--- config.mk ---
export PLATFORM = sky130hd
export DESIGN_NAME = button_conditioner
export DESIGN_NICKNAME = d
export VERILOG_FILES = /design/src/rtl/button_pkg.sv /design/src/rtl/debounce_channel.sv /design/src/rtl/button_conditioner.sv
export SDC_FILE = /design/constraint.sdc
export NUM_CORES = 1
export LEC_CHECK = 0
export CORE_MARGIN = 3
export CORE_UTILIZATION = 45
export CTS_CLUSTER_DIAMETER = 40
export DETAILED_ROUTE_END_ITERATION = 7
export GPL_TIMING_DRIVEN = 0
export PLACE_DENSITY = 0.72
export SLEW_MARGIN = 10
export SYNTH_ARGS = -nofsm -noshare
export SYNTH_HDL_FRONTEND = slang
export SYNTH_SLANG_ARGS = --single-unit
export TNS_END_PERCENT = 1
--- constraint.sdc ---
create_clock -name clk -period 4.5 [get_ports clk]
set_input_delay 0.9 -clock clk [delete_from_list [all_inputs] [get_ports clk]]
set_output_delay 0.9 -clock clk [all_outputs]
set_load 0.05 [all_outputs]
--- src/rtl/button_pkg.sv ---
// Shared defaults and sizing helper for the button conditioner.
// Imported by the per-channel debouncer and the top level.
package button_pkg;

   localparam int N_BUTTONS     = 4;
   localparam int DEBOUNCE_10MS = 250000;

   function automatic int cnt_width(input int d);
      return (d < 1) ? 1 : $clog2(d + 1);
   endfunction

endpackage

--- src/rtl/debounce_channel.sv ---
// One button channel: two-flop synchronizer, debounce counter,
// debounced level and single-cycle press/release pulses.
module debounce_channel
   import button_pkg::*;
#(
   parameter int DEBOUNCE = DEBOUNCE_10MS
) (
   input  logic clk,
   input  logic reset,
   input  logic raw,
   output logic level,
   output logic press,
   output logic release_pulse,
   output logic press_next
);

   localparam int              CW       = cnt_width(DEBOUNCE);
   localparam logic [CW-1:0]   CNT_LAST = CW'(DEBOUNCE - 1);
   localparam logic [CW-1:0]   CNT_ONE  = CW'(1);

   logic          s1_q;
   logic          s2_q;
   logic          level_q,   level_d;
   logic          press_q,   press_d;
   logic          release_q, release_d;
   logic [CW-1:0] cnt_q,     cnt_d;

   // Count consecutive edges where the synced input disagrees with level.
   always_comb begin
      level_d   = level_q;
      cnt_d     = '0;
      press_d   = 1'b0;
      release_d = 1'b0;
      if (s2_q != level_q) begin
         if (cnt_q == CNT_LAST) begin
            level_d   = s2_q;
            press_d   = s2_q;
            release_d = ~s2_q;
         end else begin
            cnt_d = cnt_q + CNT_ONE;
         end
      end
   end

   always_ff @(posedge clk or posedge reset) begin
      if (reset) begin
         s1_q      <= 1'b0;
         s2_q      <= 1'b0;
         level_q   <= 1'b0;
         press_q   <= 1'b0;
         release_q <= 1'b0;
         cnt_q     <= '0;
      end else begin
         s1_q      <= raw;
         s2_q      <= s1_q;
         level_q   <= level_d;
         press_q   <= press_d;
         release_q <= release_d;
         cnt_q     <= cnt_d;
      end
   end

   assign level         = level_q;
   assign press         = press_q;
   assign release_pulse = release_q;
   assign press_next    = press_d;

endmodule

--- src/rtl/button_conditioner.sv ---
// N independent debounced button channels plus a registered
// any_press flag aligned with the per-channel press pulses.
module button_conditioner
   import button_pkg::*;
#(
   parameter int N        = N_BUTTONS,
   parameter int DEBOUNCE = DEBOUNCE_10MS
) (
   input  logic         clk,
   input  logic         reset,
   input  logic [N-1:0] raw,
   output logic [N-1:0] level,
   output logic [N-1:0] press,
   // "release" is a reserved word, hence the suffix
   output logic [N-1:0] release_pulse,
   output logic         any_press
);

   logic [N-1:0] press_next;
   logic         any_press_q, any_press_d;

   for (genvar i = 0; i < N; i++) begin : g_ch
      debounce_channel #(
         .DEBOUNCE (DEBOUNCE)
      ) u_ch (
         .clk           (clk),
         .reset         (reset),
         .raw           (raw[i]),
         .level         (level[i]),
         .press         (press[i]),
         .release_pulse (release_pulse[i]),
         .press_next    (press_next[i])
      );
   end

   always_comb begin
      any_press_d = |press_next;
   end

   always_ff @(posedge clk or posedge reset) begin
      if (reset) begin
         any_press_q <= 1'b0;
      end else begin
         any_press_q <= any_press_d;
      end
   end

   assign any_press = any_press_q;

endmodule

### Yosys cells after proc, flatten, opt, wreduce, memory -nomap -nowiden

Index checks and enable logic that the tools add are counted.

| operators by class | value |
|---|---|
| $add $sub $neg | 4 |
| equal/unequal tests | 8 |
| multiplexer cells | 24 |
| bitwise operators | 4 |
| reductions and logical operators | 5 |

Operators by type and width:

| operator | count |
|---|---|
| $mux W18 | 8 |
| $add A18 B1 Y18 const B | 4 |
| $eq A18 B18 Y1 const B | 4 |
| $mux W1 | 16 |
| $reduce_and A2 Y1 | 4 |
| $ne A1 B1 Y1 | 4 |
| $not A1 Y1 | 4 |
| $reduce_or A4 Y1 | 1 |

| storage, ports and cells | value |
|---|---|
| register bits after elaboration | 93 |
| input port bits | 6 |
| output and inout bits | 13 |

### Depth between registers and ports, before layout

Gate-level depths: netlist (run 1).

| logic depth | value |
|---|---|
| word-level depth | 4 |
| depth in mapped cells | 6 |

### By module

From an unflattened synthesis (run 1), not the netlist that was laid out.

| unflattened totals | value |
|---|---|
| cells, all modules | 427 |
| area, all modules | 4610.7 sq um |

By module, submodules not included:

| module | times used | cells each | area each (sq um) | sequential area each (sq um) |
|---|---|---|---|---|
| debounce_channel | 4 | 106 | 1143.6 | 575.6 |
| button_conditioner | 1 | 3 | 36.3 | 25.0 |

### Worst setup path after synthesis (run 1)

Ideal clock, no wire load.

| timing | value |
|---|---|
| path kind | register -> register |
| start point | reg g_ch[2].u_ch.cnt_q[0] |
| end point | reg g_ch[2].u_ch.cnt_q[16] |
| arrival time | 1735 ps |
| required time | 4425 ps |
| path slack | 2690 ps |
| stages on the path, launching flop included | 6 |
| clock period less this slack | 1810 ps |
| cells stage by stage | dfrtp_1 > ha_1 > nand3_1 > or3_1 > or4_4 > a21oi_2 |

| on the way | value |
|---|---|
| cells in the longest elaborated chain, start to end | 3 |
| elaborated cells between the ends (all ways) | 4 |

RTL lines:

| what | line | RTL |
|---|---|---|
| start, declared | debounce_channel.sv:26 | `logic [CW-1:0] cnt_q, cnt_d;` |
| start signal, assigned | debounce_channel.sv:59 | `cnt_q <= cnt_d;` |
| $add A18 B1 Y18 or $eq A18 B18 Y1 (tied branches) | debounce_channel.sv:40, debounce_channel.sv:35 |  |
| $mux W18 (*) | debounce_channel.sv:35 | `if (cnt_q == CNT_LAST) begin` |
| $mux W18 (*) | debounce_channel.sv:34 | `if (s2_q != level_q) begin` |
| net g_ch[2].u_ch.cnt_d[16] | debounce_channel.sv:26 |  |

Mark *: on every way through the listed nets, which the timed path passes. The rest lies on a longest branch.
A chain may end at the register's enable or synchronous reset.

### Final worst setup path (run 1)

| timing | value |
|---|---|
| start point | reg g_ch[3].u_ch.level_q |
| end point | out level[3] |

RTL lines:

| what | line | RTL |
|---|---|---|
| start, declared | debounce_channel.sv:23 | `logic level_q, level_d;` |
| start signal, assigned | debounce_channel.sv:56 | `level_q <= level_d;` |
| end, declared | button_conditioner.sv:12 | `output logic [N-1:0] level,` |

No word-level cell between the ends.

==> impl_metrics.json, run 1 <==
{
  "cp_max_fo": 5,
  "cts_setup_buffers": 0,
  "rr_endpoint": "g_ch[3].u_ch.cnt_q[12]",
  "hold_viol": 0,
  "synth_top_area_share_pct": 53.1,
  "holdBufCountCts": 0,
  "syn_to_final_growth_pct": 13.8,
  "finClkSkew_ps": 8.95,
  "fp-row-count": 35,
  "reg2regPathDepth": 6,
  "post-place-ws_ps": 2260,
  "start_util_pct": 46.7,
  "maxCapViolCount": 0,
  "clk_pin_slew_worst_paths_ps": 90,
  "hold_path.class": "flip-flop to flip-flop",
  "p_leak_nw": 2.04,
  "multi_input_area_um2": 1860,
  "htreeDepth": 3,
  "hold_path.startpoint": "g_ch[0].u_ch.s1_q",
  "tightest_slew_ps": 600,
  "grt_max_degree": 60,
  "yosys.area.top_type": "dfrtp_1",
  "clock_sinks": 93,
  "p_per_area_nw_per_um2": 309,
  "fin_crit_sh_pct": 58.0,
  "avgSynthCellArea_um2": 10.1,
  "final-seq-area_um2": 2330,
  "finalWorstSetupSlack_ps": 1890,
  "cts_tree": "yes",
  "grt_pass1_vias": 3018,
  "cp_data_arrival_time_ps": 1710,
  "netlist_top_cells_area": "dfrtp_1, xnor2_1, nor2_1",
  "fp.dieW_um": 105,
  "yosysSeqAreaShare_pct": 53.1,
  "fin_hold_ws_ps": 359,
  "cts_buffers": 9,
  "yosysWarnings": 0,
  "syn-instance-count": 434,
  "ys_async_sr_fraction_pct": 100,
  "worstPathRequired_ps": 3600,
  "synth_cell_types": 36,
  "wirelength_um": 7750,
  "wl_per_cell_um": 13.0,
  "antenna_found_initial": 0,
  "timing.fmax_mhz": 383,
  "diodes": 0,
  "viasPerCell": 5.27,
  "syn_area_um2": 4380,
  "dr.pass1.iters": 4,
  "gp_congestion": 0.843,
  "worstPathCellList": "buf_4 -> clkdlybuf4s50_1",
  "grt_pass1_wl_um": 13600,
  "core_um2": 9370,
  "synth_edf_count": 0,
  "dp_cells": 582,
  "die_h_um": 105,
  "setup_viol": 0,
  "ys_ff_latch": 93,
  "io_pins": 19,
  "synth_ff_type": "dfrtp_1",
  "max_stage_delay_ps": 780,
  "drt_iter0_markers": 83,
  "startpoint_type": "flip-flop",
  "synth.net_count": 444,
  "slew_viol_final": 0,
  "hold_depth": 0,
  "finish.net_count": 474,
  "vdd_drop_max_mv": 0.171,
  "dr_total_vias": 3154,
  "port_buffers": 18,
  "synthTopCellsByCount": "dfrtp_1, nor2_1, xnor2_1",
  "rsz0062_at_grt": "no",
  "fin_cells": 598,
  "status": "finished, final reports clean",
  "synth_most_common_cell": "dfrtp_1",
  "drive_gt1_share_pct": 10.0,
  "critPathKind": "flip-flop to output pin",
  "crit_path_top_delay_cell": "clkdlybuf4s50_1",
  "cts_root_buf": "clkbuf_8",
  "reg2reg_slack_ps": 2360,
  "fillCellCount": 862,
  "clk_latency_ps": 350,
  "r2r_start": "g_ch[3].u_ch.cnt_q[0]",
  "dp_hpwl_um": 5440,
  "worstHoldEndpoint": "g_ch[0].u_ch.s2_q",
  "clock_path_buffers": 2,
  "drc": 0,
  "fin_crit_ps": 2610,
  "endpoint_kind": "output pin",
  "grt_util_all_layers_pct": 15.0,
  "ant_nets": 0,
  "dieArea_um2": 11000,
  "cts_resized": 0,
  "slew_headroom_pct": 59.7,
  "grt_overflow": 0
}
[per-stage QoR]
| stage | instance area [µm²] | total power, mW | TNS, ps | utilization (%) |
|---|---|---|---|---|
| CTS | 4980 | 1.56 | 0 | 53.2 |
| global route | 4980 | 1.61 | 0 | 53.2 |
| floorplan | 4380 | 0.908 | 0 | - |
| detailed placement | 4750 | 0.929 | 0 | 50.7 |
| global placement | 4720 | 0.924 | -16810 | 50.4 |
| finish | 4980 | 1.54 | 0 | 53.2 |
[state kept, by name (all words and copies together), names as in the netlist]
name                     flops
g_ch.u_ch.s2_q               4
g_ch.u_ch.cnt_q             72
g_ch.u_ch.s1_q               4
g_ch.u_ch.level              4
g_ch.u_ch.release_pulse      4
g_ch.u_ch.press              4
any_press                    1
[layout by cell type (no fill, tap or decap), drive strengths merged, types with 2 or more instances in the layout]
cell and instances:
dfrtp 93, nor2 76, xnor2 37, nand3 27
nor4 24, nand4 21, xor2 21, inv 19
buf 19, clkdlybuf4s50 18, nand2 16, clkbuf 13
and3 12, nor3 12, o21ai 9, a21oi 7
or3 6, or4 5, and4 4, o31ai 4
nor4b 4, ha 4, mux2 3, or2 2
nor3b 2, o221ai 2, bufinv 2
[cell type report]
cell class,count,area share [%]
sequential,93,46.7
multi-input combinational,303,37.3
timing repair buffer,19,4.17
tap,129,3.24
clock buffer,11,3.04
buffer,20,2.56
clock inverter,5,1.63
inverter,18,1.41
[metal layers]
metal / global-route usage [%] / routed length [µm] / vias up
met4: 5.34 / 156 / 0
met2: 24.3 / 3690 / 47
met5: 0 / 0 / -
met1: 19.4 / 3600 / 1531
li1: - / - / 1562
met3: 4.14 / 294 / 14
[worst max-delay path, delay by kind of cell, from the launching register on]
kind | cells | cell delay, ps
buffers and inverters | 2 | 920
flip-flops | 1 | 440
[logic make-up after synthesis]
logic type                 after synthesis  share of synthesized area [%]
and+or+nand+nor                        214                           25.4
DFF                                     93                           53.1
xor gates and xnor gates                58                           11.6
buffers and inverters                   38                           4.46
AOI/OAI and AO/OA                       23                           3.28
muxes                                    4                           1.00
adders and majority gates                4                           1.14
[power breakdown]
part / switching [mW] / leakage [nW] / internal (mW)
sequential: 0.0111 / 1.27 / 0.847
combinational: 0.0350 / 0.657 / 0.0174
clock: 0.284 / 0.116 / 0.344
[how the worst max path moves through the flow]
| stage | start | to | cells past startpoint | slack [ps] |
|---|---|---|---|---|
| floorplan | reset | any_press | 1 | 1180 |
| global placement | reset | g_ch[3].u_ch.cnt_q[11] | 2 | -180 |
| detailed placement | g_ch[3].u_ch.level | level[3] | 2 | 2260 |
| CTS | g_ch[3].u_ch.level | level[3] | 2 | 1850 |
| global route | g_ch[0].u_ch.level | level[0] | 2 | 1810 |
| finish | g_ch[3].u_ch.level | level[3] | 2 | 1890 |
(Power assumes the default switching activity.)
==> inputs of run 2 (changes only) <==
==> constraint.sdc (replaced) <==
create_clock -name clk -period 2.75 [get_ports clk]
set_input_delay 0.55 -clock clk [delete_from_list [all_inputs] [get_ports clk]]
set_output_delay 0.55 -clock clk [all_outputs]
set_load 0.05 [all_outputs]
==> run 2 against run 1 <==
Compared with the run above: clock skew grew 1.3 ps; sequential cell count did not move; setup slack worse by 1400 ps; largest power group unchanged.
==> impl_metrics.json, run 2 (synthesis results as in run 1) <==
{
  "fp-row-count": 35,
  "dr.pass1.iters": 4,
  "die_h_um": 105,
  "slew_headroom_pct": 53.5,
  "r2r_start": "g_ch[3].u_ch.cnt_q[0]",
  "gp_congestion": 0.827,
  "layout_commonest_cell": "dfrtp_1",
  "reg2regPathDepth": 6,
  "wirelength_um": 7720,
  "grt_pass1_vias": 3044,
  "dp_cells": 583,
  "top_register": "g_ch.u_ch.cnt_q",
  "port_buffers": 18,
  "syn_to_final_growth_pct": 13.6,
  "viasPerCell": 5.21,
  "drive_gt1_share_pct": 10.2,
  "clock_path_buffers": 2,
  "grtUsageMet3_pct": 3.77,
  "grt_pass1_wl_um": 14200,
  "hold_viol": 0,
  "cts_resized": 0,
  "maxCapViolCount": 0,
  "clk_latency_ps": 350,
  "reg2reg_slack_ps": 600,
  "p_int_mw": 1.89,
  "endpoint_kind": "output pin",
  "cts_tree": "yes",
  "antenna_found_initial": 0,
  "htreeDepth": 3,
  "io_pins": 19,
  "multi_input_area_um2": 1860,
  "hold_path.startpoint": "g_ch[3].u_ch.s1_q",
  "finish.net_count": 475,
  "p_sw_share_pct": 22.1,
  "pwr-share-clk_pct": 38.5,
  "clk_pin_slew_worst_paths_ps": 90,
  "fillCellCount": 890,
  "grt_overflow": 0,
  "p_switching_mw": 0.537,
  "startpoint_type": "flip-flop",
  "vdd_drop_max_mv": 0.308,
  "tightest_slew_ps": 691,
  "cts_setup_buffers": 0,
  "combPwrFrac_pct": 3.6,
  "setup_viol": 0,
  "holdBufCountCts": 0,
  "cts_root_buf": "clkbuf_8",
  "ant_nets": 0,
  "largest_register_ffs": 72,
  "slew_viol_final": 0,
  "seq_power_share_pct": 57.9,
  "dp_hpwl_um": 5490,
  "max_stage_delay_ps": 790,
  "hold_path.class": "flip-flop to flip-flop",
  "grt_max_degree": 39,
  "diodes": 0,
  "cts_buffers": 9,
  "cp_data_arrival_time_ps": 1710,
  "grtUsageMet2_pct": 26.2,
  "grt_util_met1_pct": 20.4,
  "finClkSkew_ps": 10.3,
  "fin_setup_tns_ps": 0,
  "p_per_area_nw_per_um2": 487,
  "core_um2": 9370,
  "wl_per_cell_um": 12.9,
  "p_leak_nw": 2.04,
  "final-seq-area_um2": 2330,
  "dr_total_vias": 3119,
  "fin_crit_sh_pct": 82.1,
  "rsz0062_at_grt": "no",
  "start_util_pct": 46.7,
  "rr_endpoint": "g_ch[3].u_ch.cnt_q[0]",
  "drt_iter0_markers": 79,
  "cp_max_fo": 5,
  "crit_path_top_delay_cell": "clkdlybuf4s50_1",
  "fin_cells": 599,
  "grt_util_all_layers_pct": 15.5,
  "worstPathRequired_ps": 2200,
  "fin_crit_ps": 2260,
  "dieArea_um2": 11000,
  "top_usage_layer": "met2",
  "timing.fmax_mhz": 443,
  "final_cell_mix": "dfrtp_1, nor2_1, xnor2_1, nand3_1, nor4_1",
  "drc": 0,
  "critPathKind": "flip-flop to output pin",
  "hold_depth": 0,
  "power_mw": 2.42,
  "fp.dieW_um": 105,
  "worstHoldEndpoint": "g_ch[3].u_ch.s2_q",
  "worstPathCellList": "buf_4 -> clkdlybuf4s50_1",
  "status": "finished, final reports clean",
  "clock_sinks": 93
}
==> run 2: changes by cell type in the layout (fill, tap and decap cells not counted), sizes merged <==
cell    previous run  this run
buf               19        20
bufinv             2         1
clkinv             1         3
inv               19        18
==> run 2: routing by layer <==
| layer | routed length, µm | share of wire, % |
|---|---|---|
| met1 | 3690 | 48 |
| met2 | 3790 | 49 |
| met3 | 184 | 2.4 |
| met4 | 63 | 0.82 |
| met5 | 0 | 0 |
==> run 2: final cells by class <==
| class | instances | area share (%) |
|---|---|---|
| flip-flops and latches | 93 | 46.8 |
| inverters | 18 | 1.43 |
| well taps | 129 | 3.24 |
| clock buffers | 11 | 3.04 |
| repair buffers | 20 | 4.43 |
| multi-input cells | 303 | 37.3 |
| clock inverters | 5 | 1.16 |
| plain buffers | 20 | 2.57 |
==> run 2: worst max path at each step <==
stage                          startpoint                endpoint  slack, ps
finish                 g_ch[0].u_ch.level                level[0]        490
global route        g_ch[1].u_ch.cnt_q[0]  g_ch[1].u_ch.cnt_q[10]        390
CTS                    g_ch[0].u_ch.level                level[0]        470
detailed placement  g_ch[1].u_ch.cnt_q[0]  g_ch[1].u_ch.cnt_q[12]        640
global placement                    reset  g_ch[1].u_ch.cnt_q[11]        150
floorplan           g_ch[2].u_ch.cnt_q[0]  g_ch[2].u_ch.cnt_q[16]        940
==> run 2: power groups by stage <==
stage / Combinational (mW) / Clock [mW] / Sequential, mW
2_1_floorplan: 0.0589 / 0 / 1.43
3_3_place_gp: 0.0822 / 0 / 1.43
3_5_place_dp: 0.0904 / 0 / 1.43
4_1_cts: 0.0917 / 0.962 / 1.40
5_1_grt: 0.104 / 1.03 / 1.41
6_report: 0.0881 / 0.933 / 1.40
==> run 2: metrics by stage <==
stage | hold slack [ps] | util, % | setup slack (ps) | instance area, µm²
finish | 355 | 53.1 | 494 | 4970
global route | 376 | 53.1 | 390 | 4970
CTS | 358 | 53.1 | 466 | 4970
detailed placement | 336 | 50.9 | 645 | 4770
global placement | 332 | 50.4 | 149 | 4730
floorplan | 331 | - | 940 | 4380
==> run 2: worst max-delay path, delay by kind of cell (launching register included) <==
family,cells,cell delay (ps)
buf+inv,2,920
flops,1,430
